[src/rtl/cluster_axi_isolate_pkg.sv]
// Shared types for the cluster AXI drain-and-isolate controller.
package cluster_axi_isolate_pkg;

    typedef enum logic [1:0] {
        ST_RUN      = 2'd0,
        ST_DRAIN    = 2'd1,
        ST_ISOLATED = 2'd2
    } iso_state_e;

    // One bit per protocol-error cause; any set bit makes the sticky error.
    typedef struct packed {
        logic wr_underflow;
        logic rd_underflow;
        logic wr_overflow;
        logic rd_overflow;
        logic addr_while_iso;
    } err_cause_t;

endpackage

[src/rtl/axi_txn_counter.sv]
// Saturating up/down transaction counter; SIGNED selects a symmetric
// -MAX..MAX range instead of 0..MAX.
module axi_txn_counter #(
    parameter int unsigned W      = 5,
    parameter int unsigned MAX    = 16,
    parameter bit          SIGNED = 1'b0
) (
    input  logic         clk_i,
    input  logic         rst_i,
    input  logic         inc_i,
    input  logic         dec_i,
    output logic [W-1:0] cnt_o,
    output logic         zero_o,
    output logic         full_o,
    output logic         ovf_o,
    output logic         unf_o
);

    localparam logic [W-1:0] HI_LIM = W'(MAX);
    localparam logic [W-1:0] LO_LIM = SIGNED ? W'(0 - int'(MAX)) : '0;

    logic [W-1:0] cnt_q;
    logic [W-1:0] cnt_d;
    logic         at_hi;
    logic         at_lo;

    assign at_hi  = (cnt_q == HI_LIM);
    assign at_lo  = (cnt_q == LO_LIM);
    assign cnt_o  = cnt_q;
    assign zero_o = (cnt_q == '0);
    assign full_o = at_hi;
    assign ovf_o  = inc_i & at_hi;
    assign unf_o  = dec_i & at_lo;

    // Simultaneous inc/dec cancel; out-of-range steps hold at the limit.
    always_comb begin
        cnt_d = cnt_q;
        if (inc_i && !dec_i && !at_hi) begin
            cnt_d = cnt_q + W'(1);
        end else if (dec_i && !inc_i && !at_lo) begin
            cnt_d = cnt_q - W'(1);
        end
    end

    always_ff @(posedge clk_i) begin
        if (rst_i) begin
            cnt_q <= '0;
        end else begin
            cnt_q <= cnt_d;
        end
    end

endmodule

[src/rtl/cluster_axi_isolate_ctrl.sv]
// Drain-and-isolate controller for one AXI port: limits outstanding AW/AR,
// gates new address phases on request and reports when the port is quiet.
module cluster_axi_isolate_ctrl
    import cluster_axi_isolate_pkg::*;
#(
    parameter  int unsigned MAX_TXNS = 16,
    localparam int unsigned CNT_W    = $clog2(MAX_TXNS + 1),
    localparam int unsigned WP_W     = CNT_W + 1
) (
    input  logic             clk_i,
    input  logic             rst_i,
    input  logic             isolate_req_i,
    output logic             isolated_o,
    input  logic             aw_valid_i,
    output logic             aw_ready_o,
    output logic             aw_valid_o,
    input  logic             aw_ready_i,
    input  logic             ar_valid_i,
    output logic             ar_ready_o,
    output logic             ar_valid_o,
    input  logic             ar_ready_i,
    input  logic             w_valid_i,
    input  logic             w_ready_i,
    input  logic             w_last_i,
    input  logic             b_valid_i,
    input  logic             b_ready_i,
    input  logic             r_valid_i,
    input  logic             r_ready_i,
    input  logic             r_last_i,
    output logic [CNT_W-1:0] wr_outstanding_o,
    output logic [CNT_W-1:0] rd_outstanding_o,
    output logic             err_o
);

    iso_state_e      state_q, state_d;
    logic            aw_hold_q, aw_hold_d;
    logic            ar_hold_q, ar_hold_d;
    logic            isolated_q, isolated_d;
    logic            err_q, err_d;

    logic            open_aw, open_ar;
    logic            aw_hs, ar_hs, b_hs, r_hs, wl_hs;
    logic            wr_zero, wr_full, wr_ovf, wr_unf;
    logic            rd_zero, rd_full, rd_ovf, rd_unf;
    logic [WP_W-1:0] wp_cnt;
    logic [3:0]      wp_flags_unused;
    logic            quiet;
    err_cause_t      cause;

    // A held address phase stays open so an asserted valid is never dropped.
    assign open_aw = aw_hold_q | ((state_q == ST_RUN) & ~wr_full);
    assign open_ar = ar_hold_q | ((state_q == ST_RUN) & ~rd_full);

    assign aw_valid_o = aw_valid_i & open_aw;
    assign aw_ready_o = aw_ready_i & open_aw;
    assign ar_valid_o = ar_valid_i & open_ar;
    assign ar_ready_o = ar_ready_i & open_ar;

    assign aw_hs = aw_valid_o & aw_ready_i;
    assign ar_hs = ar_valid_o & ar_ready_i;
    assign b_hs  = b_valid_i & b_ready_i;
    assign r_hs  = r_valid_i & r_ready_i & r_last_i;
    assign wl_hs = w_valid_i & w_ready_i & w_last_i;

    axi_txn_counter #(.W(CNT_W), .MAX(MAX_TXNS), .SIGNED(1'b0)) u_wr_cnt (
        .clk_i (clk_i),
        .rst_i (rst_i),
        .inc_i (aw_hs),
        .dec_i (b_hs),
        .cnt_o (wr_outstanding_o),
        .zero_o(wr_zero),
        .full_o(wr_full),
        .ovf_o (wr_ovf),
        .unf_o (wr_unf)
    );

    axi_txn_counter #(.W(CNT_W), .MAX(MAX_TXNS), .SIGNED(1'b0)) u_rd_cnt (
        .clk_i (clk_i),
        .rst_i (rst_i),
        .inc_i (ar_hs),
        .dec_i (r_hs),
        .cnt_o (rd_outstanding_o),
        .zero_o(rd_zero),
        .full_o(rd_full),
        .ovf_o (rd_ovf),
        .unf_o (rd_unf)
    );

    // W bursts may lead their AW, so pending write data is tracked signed.
    axi_txn_counter #(.W(WP_W), .MAX(MAX_TXNS), .SIGNED(1'b1)) u_wp_cnt (
        .clk_i (clk_i),
        .rst_i (rst_i),
        .inc_i (aw_hs),
        .dec_i (wl_hs),
        .cnt_o (wp_cnt),
        .zero_o(wp_flags_unused[0]),
        .full_o(wp_flags_unused[1]),
        .ovf_o (wp_flags_unused[2]),
        .unf_o (wp_flags_unused[3])
    );

    always_comb begin
        state_d    = state_q;
        aw_hold_d  = aw_valid_o & ~aw_ready_i;
        ar_hold_d  = ar_valid_o & ~ar_ready_i;
        quiet      = wr_zero & rd_zero & (wp_cnt == '0) & ~aw_hold_q & ~ar_hold_q
                   & ~(aw_hs | ar_hs | b_hs | r_hs | wl_hs);

        cause                = '0;
        cause.wr_underflow   = wr_unf;
        cause.rd_underflow   = rd_unf;
        cause.wr_overflow    = wr_ovf;
        cause.rd_overflow    = rd_ovf;
        cause.addr_while_iso = (aw_hs | ar_hs) & (state_q == ST_ISOLATED);
        err_d                = err_q | (|cause);

        unique case (state_q)
            ST_RUN: begin
                if (isolate_req_i) state_d = ST_DRAIN;
            end
            ST_DRAIN: begin
                if (!isolate_req_i) state_d = ST_RUN;
                else if (quiet)     state_d = ST_ISOLATED;
            end
            ST_ISOLATED: begin
                if (!isolate_req_i) state_d = ST_RUN;
            end
            default: state_d = ST_RUN;
        endcase

        isolated_d = (state_d == ST_ISOLATED);
    end

    always_ff @(posedge clk_i) begin
        if (rst_i) begin
            state_q    <= ST_RUN;
            aw_hold_q  <= 1'b0;
            ar_hold_q  <= 1'b0;
            isolated_q <= 1'b0;
            err_q      <= 1'b0;
        end else begin
            state_q    <= state_d;
            aw_hold_q  <= aw_hold_d;
            ar_hold_q  <= ar_hold_d;
            isolated_q <= isolated_d;
            err_q      <= err_d;
        end
    end

    assign isolated_o = isolated_q;
    assign err_o      = err_q;

endmodule

[config.mk]
export PLATFORM = sky130hd
export DESIGN_NAME = cluster_axi_isolate_ctrl
export DESIGN_NICKNAME = d
export VERILOG_FILES = /design/src/rtl/cluster_axi_isolate_pkg.sv /design/src/rtl/axi_txn_counter.sv /design/src/rtl/cluster_axi_isolate_ctrl.sv
export SDC_FILE = /design/constraint.sdc
export NUM_CORES = 1
export LEC_CHECK = 0
export ABC_AREA = 1
export CORE_ASPECT_RATIO = 0.9
export CORE_UTILIZATION = 46
export DETAILED_ROUTE_END_ITERATION = 7
export DONT_BUFFER_PORTS = 1
export PLACE_DENSITY = 0.59
export SLEW_MARGIN = 0
export SYNTH_ARGS = -nofsm -noshare
export SYNTH_HDL_FRONTEND = slang
export SYNTH_SLANG_ARGS = --single-unit
[constraint.sdc]
create_clock -name clk_i -period 3.68 [get_ports clk_i]
set_input_delay 0.736 -clock clk_i [delete_from_list [all_inputs] [get_ports clk_i]]
set_output_delay 0.736 -clock clk_i [all_outputs]
set_load 0.02 [all_outputs]
==> results of run 1 <==
## layout by cell type (no fill, tap or decap)
cell,Yosys,layout
o22ai_1,1,1
o21ai_1,7,7
nand2_4,3,3
o21ai_0,12,12
nor3_1,4,4
nor3b_1,1,1
clkbuf_8,0,4
and3_1,2,2
xor2_1,2,2
nor2_2,4,4
nand3_1,14,14
inv_2,1,1
nor2_1,22,22
a211oi_1,1,1
fa_1,3,3
a31oi_1,1,1
nand2_8,1,1
a21oi_1,19,19
nand2_1,28,28
ha_1,10,10
inv_1,31,31
nand4_4,2,2
xnor2_1,5,5
nand3_2,5,5
a211oi_2,1,1
nand4_2,1,1
nand3_4,1,1
dfxtp_1,22,22
nand2_2,5,5
## sequential cells by signal, indices dropped and copies added (netlist names)
register	cells
u_wr_cnt.cnt_o	5
ar_hold_q	1
aw_hold_q	1
err_o	1
state_q	2
u_rd_cnt.cnt_o	5
isolated_o	1
u_wp_cnt.cnt_o	6
## cells by family after synthesis
logic type,after synthesis,synth area share [%]
AND/OR/NAND/NOR,93,33.9
AO/OA/AOI/OAI,42,14.2
buffers and inverters,33,7.99
flip-flops,22,28.1
adder cells (fa/ha/maj),13,11.8
XOR/XNOR,7,3.92
## worst max-delay path, delay by kind of cell, from the launching register on
family	cells	cell delay, ps
adders and majority gates	1	450
and+or+nand+nor	13	1130
AOI/OAI and AO/OA	1	130
buffers and inverters	2	90
DFF	1	550
## area by class of cell
cell class | instances | area share (%)
clock buffer | 4 | 3.30
inverter | 32 | 7.20
multi-input combinational | 155 | 59.9
sequential | 22 | 26.4
tap | 42 | 3.15
## per-stage QoR
stage	hold slack [ps]	area, µm²
3_3_place_gp	517	1610
3_5_place_dp	536	1610
4_1_cts	527	1670
2_1_floorplan	488	1570
6_report	532	1670
5_1_grt	518	1670
## metal layers
metal	up-vias	part of all wire, %	GRT usage, %
met5	-	0	0
met4	0	0.67	3.90
met1	613	48	25.0
li1	700	-	-
met3	2	5.0	5.80
met2	20	47	33.4
## worst paths after layout
| kind | startpoint | endpoint | slack [ps] | cells past startpoint |
|---|---|---|---|---|
| max reg2reg | u_wr_cnt.cnt_o[0] | u_wp_cnt.cnt_o[5] | 1220 | 17 |
| max | u_wr_cnt.cnt_o[0] | u_wp_cnt.cnt_o[5] | 1220 | 17 |
| min reg2reg | u_wp_cnt.cnt_o[2] | u_wp_cnt.cnt_o[2] | 550 | 2 |
| min | rst_i | err_o | 530 | 1 |
## where the power goes
group / total [mW] / switching [mW] / internal (mW)
clock: 0.175 / 0.0799 / 0.0954
sequential: 0.335 / 0.0645 / 0.270
combinational: 0.328 / 0.199 / 0.129
==> results by group, run 1 <==
Place
  • Post-DP HPWL: 2600 µm
  • Placer congestion estimate: 0.770
  • Setup WS pre-CTS: roughly 1000 ps
  • PortBufs: 0
  • DP Cell Count: 251

Clock tree
  • Cts-stage hold buffer count: 0
  • Post-CTS Setup Repair Bufs: 0
  • CTS buffer count: 3
  • Post-CTS sizing: 0
  • Clock latency on the worst-skew pair: 260 ps
  • CTS tree: done
  • Clk buf depth: 2
  • Root buffer cell: clkbuf_8
  • H-tree depth: 1
  • Clock sink count: 22
  • CTS clock-pin slew for the worst setup and hold paths: approximately 80 ps

Synthesis
  • Largest area contributor in the netlist: dfxtp_1
  • Mapped Nets: around 240
  • Yosys warns: 0
  • Synth cell types: 29
  • Post-synthesis sequential area ratio: 28.1%
  • Mapped Area: 1570 µm²
  • #FFs+latches synth: 22
  • Ys async rst share: 0%
  • Post-Syn Instances: 210
  • Post-synth top cells: 31 x inv_1, 28 x nand2_1, 22 x dfxtp_1, 22 x nor2_1, 19 x a21oi_1
  • Cell with the most instances after synthesis: inv_1
  • Synth top area share: 28.1%
  • Synth top area cells: dfxtp_1 28%, ha_1 8.0%, inv_1 7.4%, nand2_1 6.7%, a21oi_1 6.1%
  • Synth Flop Type: dfxtp_1
  • Avg Inst Size Synth: 7.45 µm²
  • Post-synth EDFFs: 0

Routing
  • Drt drc: 0
  • Via count: 1335
  • DRT iter0 DRCs: 51
  • WL final: 3270 µm
  • Pre-antenna DRT Iters: 4
  • Drt wl/cell: 12.8 µm
  • Via-to-Cell Ratio: 5.24
  • ANT nets after route: 0

Floorplan
  • Die Span X: 63.5 µm
  • Initial core utilization: between 40% and 50%
  • Core footprint: around 3100 µm²
  • Row count: 19
  • Die height: 57.3 µm
  • # IOs: 31
  • Die ar.: 3640 µm²

Power
  • LEAKAGE: 0.783 nW
  • Tot Pwr: 0.838 mW
  • Cell Pwr Density: 502 nW/µm²
  • Worst vdd ir: 0.000255 V

STA
  • Fmax: about 410 MHz
  • RSZ-0062 raised after global routing: false
  • Clock skew: 8.49 ps
  • Max Slew Vio Count: 0
  • Worst slew pin tran: 488 ps
  • Final Cycle Share: approximately two thirds
  • Final Hold Vio Count: 0
  • TNS Setup: 0 ps
  • Slew margin rel.: between 60% and 70%
  • Final WS setup: 1220 ps
  • Final setup violating endpoints: 0
  • Final Critical Period: approximately 2500 ps

Final layout
  • Util after Layout: between 50% and 60%
  • Share of layout cells above drive strength 1: 13.1%
  • Area occupied by multi-input gates: 1000 µm²
  • Area Growth Syn to Fin: 6.55%
  • Cell Count, Final, Fillers Out: ~260
  • Nets: 242
  • Sequential cell area: around 440 µm²
  • Number of inserted diodes: 0
  • # fillers: 324

Setup path
  • Most frequent CP cell: nand2_1
  • Worst endpoint required time: approximately 3800 ps
  • Crit-path cells: nor2_2 > nand3_2 > nand2_2 > nand2_4 > nand4_4 > ha_1 > nand2_1 > nand2_1 > inv_1 > o21ai_0 > nor2_1 > inv_1 > nand2_1 > nand3_2 > nand2_1 > nand2_1 > nor2_1
  • Worst Path Max Fanout: 8
  • Slowest cell on crit path: dfxtp_1
  • Worst EP arrival: 2620 ps
  • Startpoint Class: register
  • Crit path kind: register to register
  • CP peak stage delay: 550 ps
  • Crit path capture type: register

GRT
  • Number of global-route vias before repair: 1267
  • Largest net degree at the start of global routing: 17
  • First-pass GRT wire length: 5600 µm
  • GRT Overall Usage: 19.7%
  • Initial antenna violation count: 0
  • Gr ovfl total: 0

Hold path
  • Worst min path class: input pin to register

Job
  • Max capacitance violation total: 0

Outcome
  • Outcome: finished, final reports clean
No activity file was read; power rests on OpenSTA's default activity.
==> run 2: changes to the inputs <==
Settings changed: PLACE_DENSITY 0.59 to 0.61.
Clock period 3.68 ns to 2.1 ns, I/O delays scaled along.
==> results by group, run 2 (same netlist as run 1, synthesis figures left out) <==
Routing
  • Via count: 1492
  • WL final: ~3900 µm
  • DRT iter0 DRCs: between 50 and 60
  • Pre-antenna DRT Iters: 4
  • Drt wl/cell: 13.5 µm
  • ANT nets after route: 0
  • Via-to-Cell Ratio: 5.22
  • Drt drc: 0

Clock tree
  • CTS clock-pin slew for the worst setup and hold paths: 80 ps
  • Cts-stage hold buffer count: 0
  • Clk buf depth: 2
  • Root buffer cell: clkbuf_8
  • CTS tree: done
  • H-tree depth: 1
  • Clock latency on the worst-skew pair: 270 ps
  • Clock sink count: 22
  • CTS buffer count: 3

STA
  • Final WS setup: -29.6 ps
  • Max Slew Vio Count: 0
  • RSZ-0062 raised after global routing: true
  • Worst slew pin tran: about 500 ps
  • Final Hold Vio Count: 0
  • Fmax: ~470 MHz
  • TNS Setup: -29.6 ps
  • Final Cycle Share: 101%
  • Final setup violating endpoints: 1
  • Final Critical Period: 2130 ps
  • Slew margin rel.: 66.6%
  • Clock skew: 2.15 ps

Final layout
  • Largest register FFs: 6
  • Nets: 273
  • Area Growth Syn to Fin: 29.7%
  • Most frequent cells in the layout: 31 x buf_4, 30 x inv_1, 25 x nand2_1
  • Commonest non-fill, non-tap cell in the layout: buf_4
  • Share of layout cells above drive strength 1: between 30 and 40%
  • Number of inserted diodes: 0
  • Design area: between 2000 and 2500 µm²

Setup path
  • R2R Setup Slk: -30 ps
  • Worst Path Max Fanout: 6
  • Crit path kind: register to register
  • FF-to-FF Start: u_wp_cnt.cnt_o[3]
  • Worst Reg-to-Reg Cells: 14
  • Worst flop-to-flop path endpoint: u_wp_cnt.cnt_o[5]
  • Startpoint Class: register
  • Worst endpoint required time: about 2300 ps
  • Crit path capture type: register
  • Worst EP arrival: 2330 ps

Hold path
  • Hold path startpoint: rst_i
  • Worst hold endpoint: u_wp_cnt.cnt_o[2]
  • Worst Hold Depth: 1
  • Worst min path class: input pin to register

Place
  • Post-DP HPWL: 2810 µm
  • Placer congestion estimate: just under 0.9
  • DP Area: between 1500 and 2000 µm²
  • PortBufs: 0

Floorplan
  • # IOs: 31
  • Row count: 19
  • Die Span X: 63.5 µm
  • Initial core utilization: 49.9%
  • Die ar.: 3640 µm²
  • Die height: 57.3 µm
  • Core footprint: 3140 µm²

GRT
  • GRT Overall Usage: 21.3%
  • Initial antenna violation count: 0
  • Number of global-route vias before repair: 1373
  • Gr ovfl total: 0
  • Largest net degree at the start of global routing: 17
  • First-pass GRT wire length: 6020 µm

Job
  • Max capacitance violation total: 0

Outcome
  • Failing checks: setup timing
  • Outcome: finished, violations left

Power
  • LEAKAGE: 0.941 nW
  • Tot Pwr: 1.72 mW
  • Worst vdd ir: slightly below 0.0005 V
  • Cell Pwr Density: 847 nW/µm²
run 2: repair_timing:
item | 4_1_cts | 5_1_grt
cloned | 0 | 0
resized for setup | 5 | 25
endpoints found under the setup margin | 1 | 5
setup buffers | 3 | 6
pin swaps | 4 | 16
run 2: stage by stage:
stage	setup WS (ps)	std cells	utilization [%]	hold slack, ps
global placement	53.0	273	56.8	492
detailed placement	-86.9	273	56.8	496
floorplan	-36.8	210	-	488
CTS	10.5	280	60.6	203
global route	-166	286	64.7	188
finish	-29.6	286	64.7	205
run 2: layout make-up:
type,instances,area (µm²)
timing repair buffer,31,233
sequential,22,453
multi-input combinational,155,1120
inverter,32,120
tap,42,52.6
clock buffer,4,55.1
fill,280,1110
run 2: report_power, final:
group          switching (mW)  internal [mW]
combinational           0.492          0.383
clock                   0.146          0.167
sequential             0.0505          0.481
total                   0.688           1.03
run 2: worst max path at each step:
stage / startpoint / to
finish: u_wp_cnt.cnt_o[3] / u_wp_cnt.cnt_o[5]
floorplan: u_wr_cnt.cnt_o[3] / u_wp_cnt.cnt_o[5]
CTS: u_wp_cnt.cnt_o[0] / u_wp_cnt.cnt_o[5]
global route: u_wp_cnt.cnt_o[3] / u_wp_cnt.cnt_o[5]
global placement: w_last_i / u_wp_cnt.cnt_o[5]
detailed placement: w_last_i / u_wp_cnt.cnt_o[5]
run 2: routing by layer:
layer / global-route usage (%) / up-vias / wire length [µm]
met3: 5.80 / 4 / 221
met1: 26.0 / 688 / 1690
li1: - / 762 / -
met2: 36.2 / 38 / 1910
met4: 7.47 / 0 / 44
met5: 0 / - / 0
run 2: worst max-delay path: stages, from the launching register on:
cell	delay, ps
dfxtp_2	360
nor2_2	40
nand2_2	80
nor2_2	50
nor2_2	150
nand4_4	230
ha_4	370
nand2_1	60
nor3b_1	210
nor2_1	80
nand3_1	120
nand3_2	90
nand2_1	70
nand2_1	50
nor2_1	110
